### src/rtl/simplerisc_pkg.sv
// Shared SimpleRISC pipeline constants, fetch FSM state type and PC helper.
package simplerisc_pkg;

  localparam logic [31:0] RESET_PC  = 32'h0000_0000;
  localparam logic [31:0] PC_STEP   = 32'h0000_0004;
  localparam logic [31:0] NOP_INSTR = 32'h6800_0000;

  typedef enum logic [0:0] {
    BOOT  = 1'b0,
    FETCH = 1'b1
  } fetch_state_t;

  // Modulo-2^32 PC advance; wrap from the top of memory is intentional.
  function automatic logic [31:0] pc_advance(input logic [31:0] pc, input logic [31:0] step);
    return pc + step;
  endfunction

endpackage

### src/rtl/if_of_reg.sv
// Generic pipeline latch {pc, instruction, valid} with flush > hold > load priority;
// an idle cycle (no flush, hold or load) inserts a bubble.
module if_of_reg
  import simplerisc_pkg::*;
#(
  parameter logic [31:0] BUBBLE_INSTR = NOP_INSTR
) (
  input  logic        clk,
  input  logic        rst,
  input  logic        flush,
  input  logic        hold,
  input  logic        load,
  input  logic [31:0] load_pc,
  input  logic [31:0] load_instr,
  input  logic        load_valid,
  output logic [31:0] pc,
  output logic [31:0] instruction,
  output logic        valid
);

  // Latch update: reset and flush both produce the bubble encoding.
  always_ff @(posedge clk) begin
    if (rst) begin
      pc          <= 32'h0000_0000;
      instruction <= BUBBLE_INSTR;
      valid       <= 1'b0;
    end else if (flush) begin
      pc          <= 32'h0000_0000;
      instruction <= BUBBLE_INSTR;
      valid       <= 1'b0;
    end else if (hold) begin
      pc          <= pc;
      instruction <= instruction;
      valid       <= valid;
    end else if (load) begin
      pc          <= load_pc;
      instruction <= load_instr;
      valid       <= load_valid;
    end else begin
      pc          <= 32'h0000_0000;
      instruction <= BUBBLE_INSTR;
      valid       <= 1'b0;
    end
  end

endmodule

### src/rtl/fetch_stage.sv
// SimpleRISC instruction fetch: PC, BOOT/FETCH FSM, imem handshake and IF/OF latch.
// Optional one-entry skid buffer for fetches completing under stall: IF_SKID_BUF_EN.
module fetch_stage
  import simplerisc_pkg::*;
#(
  parameter logic [31:0] RESET_PC  = simplerisc_pkg::RESET_PC,
  parameter logic [31:0] PC_STEP   = simplerisc_pkg::PC_STEP,
  parameter logic [31:0] NOP_INSTR = simplerisc_pkg::NOP_INSTR
) (
  input  logic        clk,
  input  logic        rst,
  input  logic        stall,
  input  logic        branch_taken,
  input  logic [31:0] branch_target,
  output logic        imem_req,
  output logic [31:0] imem_addr,
  input  logic        imem_ready,
  input  logic [31:0] imem_rdata,
  output logic [31:0] of_pc,
  output logic [31:0] of_instruction,
  output logic        of_valid
);

  fetch_state_t state_r;
  logic [31:0]  pc_r;
  logic         imem_req_r;

  logic         latch_flush_s;
  logic         latch_hold_s;
  logic         latch_load_s;
  logic [31:0]  latch_pc_s;
  logic [31:0]  latch_instr_s;

`ifdef IF_SKID_BUF_EN
  logic         skid_valid_r;
  logic [31:0]  skid_pc_r;
  logic [31:0]  skid_instr_r;
`endif

  assign imem_addr = pc_r;
  assign imem_req  = imem_req_r;

  // IF/OF latch control: branch flush beats stall hold beats fetch completion.
  always_comb begin
    latch_flush_s = 1'b0;
    latch_hold_s  = 1'b0;
    latch_load_s  = 1'b0;
    latch_pc_s    = pc_r;
    latch_instr_s = imem_rdata;
    case (state_r)
      BOOT: begin
        latch_flush_s = 1'b1;
      end
      FETCH: begin
        if (branch_taken) begin
          latch_flush_s = 1'b1;
        end else if (stall) begin
          latch_hold_s = 1'b1;
`ifdef IF_SKID_BUF_EN
        end else if (skid_valid_r) begin
          latch_load_s  = 1'b1;
          latch_pc_s    = skid_pc_r;
          latch_instr_s = skid_instr_r;
`endif
        end else if (imem_ready) begin
          latch_load_s = 1'b1;
        end else begin
          latch_flush_s = 1'b1;
        end
      end
      default: begin
        latch_flush_s = 1'b1;
      end
    endcase
  end

  // PC, FSM, request and skid buffer; rst overrides any in-flight response.
  always_ff @(posedge clk) begin
    if (rst) begin
      state_r      <= BOOT;
      pc_r         <= RESET_PC;
      imem_req_r   <= 1'b0;
`ifdef IF_SKID_BUF_EN
      skid_valid_r <= 1'b0;
      skid_pc_r    <= 32'h0000_0000;
      skid_instr_r <= NOP_INSTR;
`endif
    end else begin
      case (state_r)
        BOOT: begin
          state_r    <= FETCH;
          imem_req_r <= 1'b1;
        end
        FETCH: begin
          if (branch_taken) begin
            pc_r         <= branch_target;
            imem_req_r   <= 1'b1;
`ifdef IF_SKID_BUF_EN
            skid_valid_r <= 1'b0;
`endif
          end else if (stall) begin
`ifdef IF_SKID_BUF_EN
            // Park a fetch that lands during stall so it need not be refetched.
            if (!skid_valid_r && imem_ready) begin
              skid_valid_r <= 1'b1;
              skid_pc_r    <= pc_r;
              skid_instr_r <= imem_rdata;
              pc_r         <= pc_advance(pc_r, PC_STEP);
              imem_req_r   <= 1'b0;
            end else begin
              pc_r <= pc_r;
            end
`else
            pc_r <= pc_r;
`endif
`ifdef IF_SKID_BUF_EN
          end else if (skid_valid_r) begin
            skid_valid_r <= 1'b0;
            imem_req_r   <= 1'b1;
`endif
          end else if (imem_ready) begin
            pc_r <= pc_advance(pc_r, PC_STEP);
          end else begin
            pc_r <= pc_r;
          end
        end
        default: begin
          state_r    <= BOOT;
          imem_req_r <= 1'b0;
        end
      endcase
    end
  end

  if_of_reg #(
    .BUBBLE_INSTR (NOP_INSTR)
  ) u_if_of_reg (
    .clk         (clk),
    .rst         (rst),
    .flush       (latch_flush_s),
    .hold        (latch_hold_s),
    .load        (latch_load_s),
    .load_pc     (latch_pc_s),
    .load_instr  (latch_instr_s),
    .load_valid  (1'b1),
    .pc          (of_pc),
    .instruction (of_instruction),
    .valid       (of_valid)
  );

endmodule
### config.mk
export PLATFORM = sky130hd
export DESIGN_NAME = fetch_stage
export DESIGN_NICKNAME = d
export VERILOG_FILES = /design/src/rtl/simplerisc_pkg.sv /design/src/rtl/if_of_reg.sv /design/src/rtl/fetch_stage.sv
export SDC_FILE = /design/constraint.sdc
export NUM_CORES = 1
export LEC_CHECK = 0
export CAP_MARGIN = 10
export CORE_MARGIN = 1.5
export CORE_UTILIZATION = 48
export CTS_BUF_LIST = sky130_fd_sc_hd__clkbuf_8
export CTS_CLUSTER_DIAMETER = 200
export DETAILED_ROUTE_END_ITERATION = 10
export PLACE_DENSITY = 0.87
export SLEW_MARGIN = 20
export SYNTH_ARGS = -nofsm -noshare
export SYNTH_HDL_FRONTEND = slang
export SYNTH_SLANG_ARGS = --single-unit
### constraint.sdc
create_clock -name clk -period 3.4 [get_ports clk]
set_clock_uncertainty 0.2 [all_clocks]
set_input_delay 0.51 -clock clk [delete_from_list [all_inputs] [get_ports clk]]
set_output_delay 0.51 -clock clk [all_outputs]
set_load 0.02 [all_outputs]
==> results.cfg, run 1 <==
[synth]
ys_ff_latch = 99
synth_area_leaders = dfxtp_1 (47%), a22oi_1 (11%), nor2_1 (7.2%)
syn-num-nets = 576
async_reset_ff_share_pct = 0
avgSynthCellArea_um2 = 8.35
yosys_warnings = 0
yosys.cell_types.count = 46
synthCells = 506
synth.most_common_cell = dfxtp_1
yosysTopAreaCellShare_pct = 46.9
synth_flop_cell = dfxtp_1
yosys.area.top_type = dfxtp_1
syn-cell-area_um2 = 4220
synth_common_cells = dfxtp_1 (99), nor2_1 (81), a22oi_1 (64)
synth_edf_count = 0
ys_seq_area_share_pct = 46.9

[placed_design]
io_buffers = 166
dp_hpwl_um = 9270
place_area_um2 = 5970
finalWeightedCongestion = 0.870

[critical_path]
reg2reg_slack_ns = 0.87
crit_type = reg2reg
critPathMaxFanout = 9
crit_path_start_kind = register
startpoint = imem_addr[2]
r2r_cells = 5
rr_endpoint = imem_addr[24]
rr_startpoint = imem_addr[2]
cp.required_ns = 3.48
end_kind = register
cp.arrival_ns = 2.61

[clock_tree]
ctsHtreeMaxLevel = 3
cts_inserted_buffers = 9
cts.clk_slew.worst_paths_ns = 0.09
root_buffer = clkbuf_8
clk_path_buf_depth = 2
cts_tree = built
clk_latency_ns = 0.36
cts_sinks = 99
cts-resized-gates = 0
hold_buffers = 0
cts_setup_buffers = 0

[sta]
min_period_over_period_pct = 74.3
rsz0062_at_grt = no
setup_tns_ns = 0
maxSlewViolCount = 0
maxSlewHeadroom_pct = 56.3
finalSetupViolCount = 0
hold_viol = 0
max_freq_mhz = 396
tightest_slew_ns = 0.656
layout_min_cycle_time_ns = 2.53

[detailed_routing]
routed-via-count = 4610
route.detailed.drc = 0
wl_um = 13600
vias_per_cell = 6.02
drt_first_iter_violations = 353
drt-pass1-iter-count = 5
final_antenna_net_count = 0
post_drt_wl_per_cell_um = 17.7

[floorplanning]
dieArea_um2 = 9370
io_pins = 167
die_width_um = 96.8
initial_utilization_pct = 48.9
row_count = 34
core_um2 = 8640
die_y_um = 96.8

[power_and_ir_drop]
combPwrFrac_pct = 13.0
p_sw_uw = 609
clock_power_share_pct = 36.0
seqPwrFrac_pct = 51.0
p_sw_share_pct = 25.2
intPower_uw = 1800
ir_drop_v = 0.000223
power_density_nw_per_um2 = 388
p_leak_uw = 0.00201

[global_route]
grt-ovfl-total = 0
grt_use_total_pct = 28.1
grt_max_degree = 63
grt_pass1_wl_um = 21900
grt_pass1_vias = 4476
antenna_found_initial = 0

[run_status]
status = finished, final reports clean

[cells_and_area]
layout.nets = 723
n_antenna_cell = 0
area_growth_pct = 47.1
final_util_pct = 71.9
drive_gt1_share_pct = 5.93
design_area_um2 = 6210

[hold_path]
hold_start = u_if_of_reg.pc[23]
holdPathEnd = u_if_of_reg.pc[23]
whs_path_depth = 2
hold_class = reg2reg

[flow_run]
maxCapViolCount = 0
[how the worst max path moves through the flow]
stage,endpoint,slack [ns]
floorplan,imem_addr[24],1.10
global placement,u_if_of_reg.pc[16],0.76
detailed placement,u_if_of_reg.instruction[15],0.66
CTS,imem_addr[24],0.89
global route,imem_addr[24],0.72
finish,imem_addr[24],0.87
[layout by cell type, fill, tap and decap left out, types with 4 or more instances in the layout]
cell / instances
a21o_1: 4
a21oi_1: 27
a22oi_1: 64
a31oi_1: 8
and3_1: 6
and4_1: 4
buf_4: 11
clkbuf_8: 11
clkdlybuf4s50_1: 165
dfxtp_1: 99
inv_1: 4
nand2_1: 45
nand3_1: 16
nand3b_1: 5
nand4_1: 14
nor2_1: 81
nor3_1: 7
o211ai_1: 5
o21ai_0: 14
o22ai_1: 4
o311ai_0: 4
o31ai_1: 6
or3_1: 8
[worst max-delay path, cell delays in order (launching register included)]
cell,delay [ns]
dfxtp_1,0.49
ha_1,0.36
nand2_2,0.15
or4_1,0.73
or3_1,0.37
a31oi_1,0.15
[per-stage QoR]
stage / hold WS [ns] / power [uW] / worst slack, ns / cells
6_report: 0.265 / 2410 / 0.873 / 766
5_1_grt: 0.279 / 2490 / 0.725 / 766
4_1_cts: 0.267 / 2410 / 0.894 / 766
3_5_place_dp: 0.247 / 1570 / 0.656 / 750
3_3_place_gp: 0.236 / 1560 / 0.764 / 750
2_1_floorplan: 0.322 / 1390 / 1.10 / 506
[flip-flops by register name (all words and copies together) (netlist names)]
register	flops
imem_req	1
imem_addr	32
u_if_of_reg.instruction	32
state_r	1
u_if_of_reg.pc	32
u_if_of_reg.valid	1
[power groups by stage]
stage | Combinational, uW | Sequential, uW | Clock (uW)
after floorplan | 118 | 1270 | 0
after global placement | 303 | 1250 | 0
after detailed placement | 310 | 1260 | 0
after CTS | 312 | 1230 | 874
after global routing | 336 | 1230 | 918
final | 313 | 1230 | 867
[metal layers]
layer / up-vias / wire, um / GRT usage (%) / share of wire, %
met2: 226 / 6560 / 47.1 / 48
met1: 2198 / 5600 / 34.3 / 41
met4: 0 / 210 / 10.7 / 1.5
li1: 2164 / - / - / -
met5: - / 0 / 0 / 0
met3: 22 / 1180 / 7.73 / 8.7
[layout make-up]
type / instances / area [um2]
fill: 668 / 2420
inverter: 4 / 15.0
multi-input combinational: 361 / 2080
sequential: 99 / 1980
tap: 108 / 135
timing repair buffer: 178 / 1760
clock inverter: 5 / 85.1
clock buffer: 11 / 151
[cell families after synthesis]
kind of cell	synth area share, %
mux	0.741
fa+ha+maj	0.296
buf+inv	4.15
compound gates	24.8
simple gates	23.1
flops	46.9
(Power assumes the default switching activity.)
==> inputs of run 2 (changes only) <==
Settings changed: CORE_UTILIZATION 48 to 45, PLACE_DENSITY 0.87 to 0.82.
Clock period 3.4 ns to 2.4 ns, I/O delays scaled along.
==> run 2 against run 1 <==
Total power increased by 40%. Largest cell class unchanged. Largest power group unchanged. Core utilization fell by 1.6 points. Die area rose by 6.5%. Setup slack worse by 0.80 ns. Sequential share of layout area is 1.1 points lower.
==> results.cfg, run 2 (same netlist as run 1, synthesis figures left out) <==
[clock_tree]
cts_tree = built
cts_setup_buffers = 0
cts_inserted_buffers = 9
cts_sinks = 99
ctsHtreeMaxLevel = 3
clk_latency_ns = 0.37
cts-resized-gates = 0
cts.clk_slew.worst_paths_ns = 0.11
hold_buffers = 0
root_buffer = clkbuf_8
clk_path_buf_depth = 2

[power_and_ir_drop]
p_leak_uw = 0.00215
ir_drop_v = 0.000343
power_density_nw_per_um2 = 523

[sta]
setup_tns_ns = 0
max_freq_mhz = 430
finalSetupViolCount = 0
hold_viol = 0
layout_min_cycle_time_ns = 2.32
maxSlewHeadroom_pct = 53.9
min_period_over_period_pct = 96.8
holdWs_ns = 0.198
tightest_slew_ns = 0.691
rsz0062_at_grt = no
maxSlewViolCount = 0

[critical_path]
critPathMaxFanout = 9
end_kind = register
crit_type = reg2reg
crit_path_start_kind = register
cp.arrival_ns = 2.42
cp.required_ns = 2.50

[global_route]
grt_pass1_wl_um = 23000
grt_max_degree = 61
grt-ovfl-total = 0
grt_pass1_vias = 4606
grt_use_total_pct = 28.9
antenna_found_initial = 0

[cells_and_area]
drive_gt1_share_pct = 9.90
area_growth_pct = 52.4
layout.nets = 752
multi_input_area_um2 = 2080
layout_commonest_cell = clkdlybuf4s50_1
design_area_um2 = 6440
final_cell_mix = clkdlybuf4s50_1 (165), dfxtp_1 (99), nor2_1 (81), a22oi_1 (64), nand2_1 (45)
n_fill_cell = 734
n_antenna_cell = 0
ff_latch_area_um2 = 1980

[detailed_routing]
routed-via-count = 4776
drt_first_iter_violations = 249
wl_um = 14300
post_drt_wl_per_cell_um = 17.9
drt-pass1-iter-count = 6
final_antenna_net_count = 0
vias_per_cell = 5.98
route.detailed.drc = 0

[flow_run]
maxCapViolCount = 0

[floorplanning]
die_width_um = 99.9
dieArea_um2 = 9980
initial_utilization_pct = 46.2
core_um2 = 9150
die_y_um = 99.9
io_pins = 167
row_count = 35

[placed_design]
place_area_um2 = 6230
finalWeightedCongestion = 0.907
dp_hpwl_um = 10200
io_buffers = 166

[run_status]
status = finished, final reports clean

[hold_path]
hold_class = in2reg
-- run 2: changes by cell type in the layout (fill, tap and decap cells not counted), moves of 2 or more --
| cell | before | now |
|---|---|---|
| inv_6 | 0 | 2 |
| buf_12 | 1 | 4 |
| buf_4 | 11 | 37 |
| clkbuf_8 | 11 | 9 |
-- run 2: final timing paths --
kind                                   startpoint           endpoint  slack (ns)  depth (start not counted)
worst max-delay path                 imem_addr[7]      imem_addr[24]        0.08                          5
worst min-delay path                 branch_taken       imem_addr[2]        0.20                          3
worst max register to register       imem_addr[7]      imem_addr[24]        0.08                          5
worst min register to register  u_if_of_reg.valid  u_if_of_reg.valid        0.25                          2
-- run 2: worst max-delay path, stage by stage, from the launching register on --
cell and delay (ns):
dfxtp_1 0.41, and4_1 0.27, nand2_2 0.12, or4_1 0.72
or3_1 0.38, a31oi_1 0.17
-- run 2: power breakdown --
group	switching (uW)	leakage, uW	internal, uW
combinational	250	0.00125	260
sequential	43.2	0.000802	1680
clock	638	0.0000984	499
-- run 2: stage by stage --
stage                     power [uW]  utilization [%]  std cells  setup WS [ns]
after floorplan                 1970                -        506         0.0964
after global placement          2250             68.1        782         0.0187
after detailed placement        2260             68.1        782        0.00836
after CTS                       3370             70.3        798         0.0987
after global routing            3490             70.3        798         0.0398
final                           3370             70.3        798         0.0759
-- run 2: layout make-up --
class                   count  area share [%]
repair buffers            207            31.3
clock inverters             7            1.28
well taps                 111            2.16
multi-input cells         361            32.3
clock buffers               9            1.92
flip-flops and latches     99            30.8
inverters                   4           0.233
-- run 2: per-layer routing --
layer	up-vias	wire (um)	share of wire, %	global-route usage (%)
met3	23	1340	9.4	8.98
met4	0	216	1.5	8.56
li1	2212	-	-	-
met5	-	0	0	0
met1	2304	5910	41	36.5
met2	237	6810	48	47.4
==> inputs of run 3 (changes only) <==
Settings changed: CORE_MARGIN 1.5 to 3.
==> run 3 against run 2 <==
First-iteration DRC count increased by 67%. Worst hold slack improved by 0.061 ns. Global-route usage shrank 2.2 points. Maximum frequency is 0.56% higher. Critical path type unchanged. Highest routed layer unchanged.
==> results.cfg, run 3 (same netlist as run 1, synthesis figures left out) <==
[power_and_ir_drop]
p_sw_share_pct = 26.7
power_density_nw_per_um2 = 517
clock_power_share_pct = 32.8
total_power_uw = 3320
seqPwrFrac_pct = 51.9
intPower_uw = 2430
ir_drop_v = 0.000243
combPwrFrac_pct = 15.3
p_leak_uw = 0.00216
p_sw_uw = 887

[clock_tree]
cts_inserted_buffers = 9
cts_sinks = 99
cts_tree = built
root_buffer = clkbuf_8
cts-resized-gates = 0
clk_latency_ns = 0.36
cts_setup_buffers = 0
hold_buffers = 0
ctsHtreeMaxLevel = 3
clk_path_buf_depth = 2
cts.clk_slew.worst_paths_ns = 0.10

[detailed_routing]
final_antenna_net_count = 0
drt-pass1-iter-count = 6
drt_first_iter_violations = 416
wl_um = 14100
routed-via-count = 4747
post_drt_wl_per_cell_um = 17.8
vias_per_cell = 5.96
route.detailed.drc = 0

[sta]
hold_viol = 0
tightest_slew_ns = 0.507
finalSetupViolCount = 0
maxSlewViolCount = 0
max_freq_mhz = 433
layout_min_cycle_time_ns = 2.31
min_period_over_period_pct = 96.3
setup_tns_ns = 0
rsz0062_at_grt = no
maxSlewHeadroom_pct = 66.1

[run_status]
status = finished, final reports clean

[cells_and_area]
layout_commonest_cell = clkdlybuf4s50_1
drive_gt1_share_pct = 10.0
n_antenna_cell = 0
layout.nets = 753
area_growth_pct = 52.1
final_cell_mix = clkdlybuf4s50_1 (165), dfxtp_1 (99), nor2_1 (81), a22oi_1 (64), nand2_1 (45)

[critical_path]
crit_slowest_cell = or4_1
rr_startpoint = imem_addr[11]
cp_slowest_stage_delay_ns = 0.65
end_kind = register
startpoint = imem_addr[11]
cp.arrival_ns = 2.36
rr_endpoint = imem_addr[19]
cp_num_cells = 5
crit_end = imem_addr[19]
r2r_cells = 5
reg2reg_slack_ns = 0.09
cpLargestDelayFamily = simple AND/OR/NAND/NOR gates
cp.required_ns = 2.45
crit_path_start_kind = register
crit_type = reg2reg
critPathBufInv = 0
path_cells = nand4_1 > or4_1 > nor4_1 > a31oi_1 > a221oi_1
critPathMaxFanout = 6

[floorplanning]
dieArea_um2 = 10600
die_width_um = 103
io_pins = 167
row_count = 34
core_um2 = 8930
die_y_um = 103
initial_utilization_pct = 47.3

[hold_path]
hold_class = reg2reg
whs_path_depth = 2
hold_start = u_if_of_reg.valid

[global_route]
grt_pass1_vias = 4597
grt_use_total_pct = 26.7
antenna_found_initial = 0
grt_max_degree = 51
grt_pass1_wl_um = 22400
grt-ovfl-total = 0

[placed_design]
dp_hpwl_um = 10400
io_buffers = 166
finalWeightedCongestion = 0.944

[flow_run]
maxCapViolCount = 0
run 3: changes by cell type in the layout (fill, tap and decap cells not counted), sizes merged:
cell / before / now
clkinvlp: 2 / 0
clkbuf: 9 / 10
clkinv: 1 / 2
inv: 7 / 8
run 3: cell type report:
type / instances / area [um2]
sequential: 99 / 1980
inverter: 4 / 15.0
clock inverter: 7 / 76.3
timing repair buffer: 208 / 2010
clock buffer: 9 / 124
multi-input combinational: 361 / 2080
fill: 687 / 2510
tap: 108 / 135
run 3: power groups by stage:
stage	Combinational, uW	Clock (uW)	Sequential (uW)
floorplan	167	0	1800
global placement	495	0	1750
detailed placement	504	0	1760
CTS	507	1110	1720
global route	546	1190	1730
finish	509	1090	1720
run 3: tightest hold or removal path, stage by stage, from the launching register on:
cell and delay [ns]:
dfxtp_1 0.32, inv_1 0.05, a21oi_1 0.05
run 3: per-layer routing:
| layer | up-vias | track usage [%] | part of all wire, % |
|---|---|---|---|
| met3 | 25 | 8.53 | 10 |
| met2 | 255 | 44.5 | 49 |
| met4 | 0 | 8.07 | 1.6 |
| li1 | 2215 | - | - |
| met1 | 2252 | 33.0 | 39 |
| met5 | - | 0 | 0 |
run 3: stage by stage:
step	hold slack (ns)	instance area (um2)	worst slack, ns	cells	utilization (%)
3_5_place_dp	0.247	6220	0.0128	780	69.6
3_3_place_gp	0.234	6220	0.140	780	69.6
5_1_grt	0.281	6430	0.0363	796	71.9
6_report	0.259	6430	0.0889	796	71.9
2_1_floorplan	0.256	4220	0.0964	506	-
4_1_cts	0.264	6420	0.110	796	71.9
run 3: worst min path at each step:
stage	end	slack [ns]
2_1_floorplan	u_if_of_reg.valid	0.26
3_3_place_gp	u_if_of_reg.valid	0.23
3_5_place_dp	u_if_of_reg.valid	0.25
4_1_cts	u_if_of_reg.valid	0.26
5_1_grt	u_if_of_reg.valid	0.28
6_report	u_if_of_reg.valid	0.26
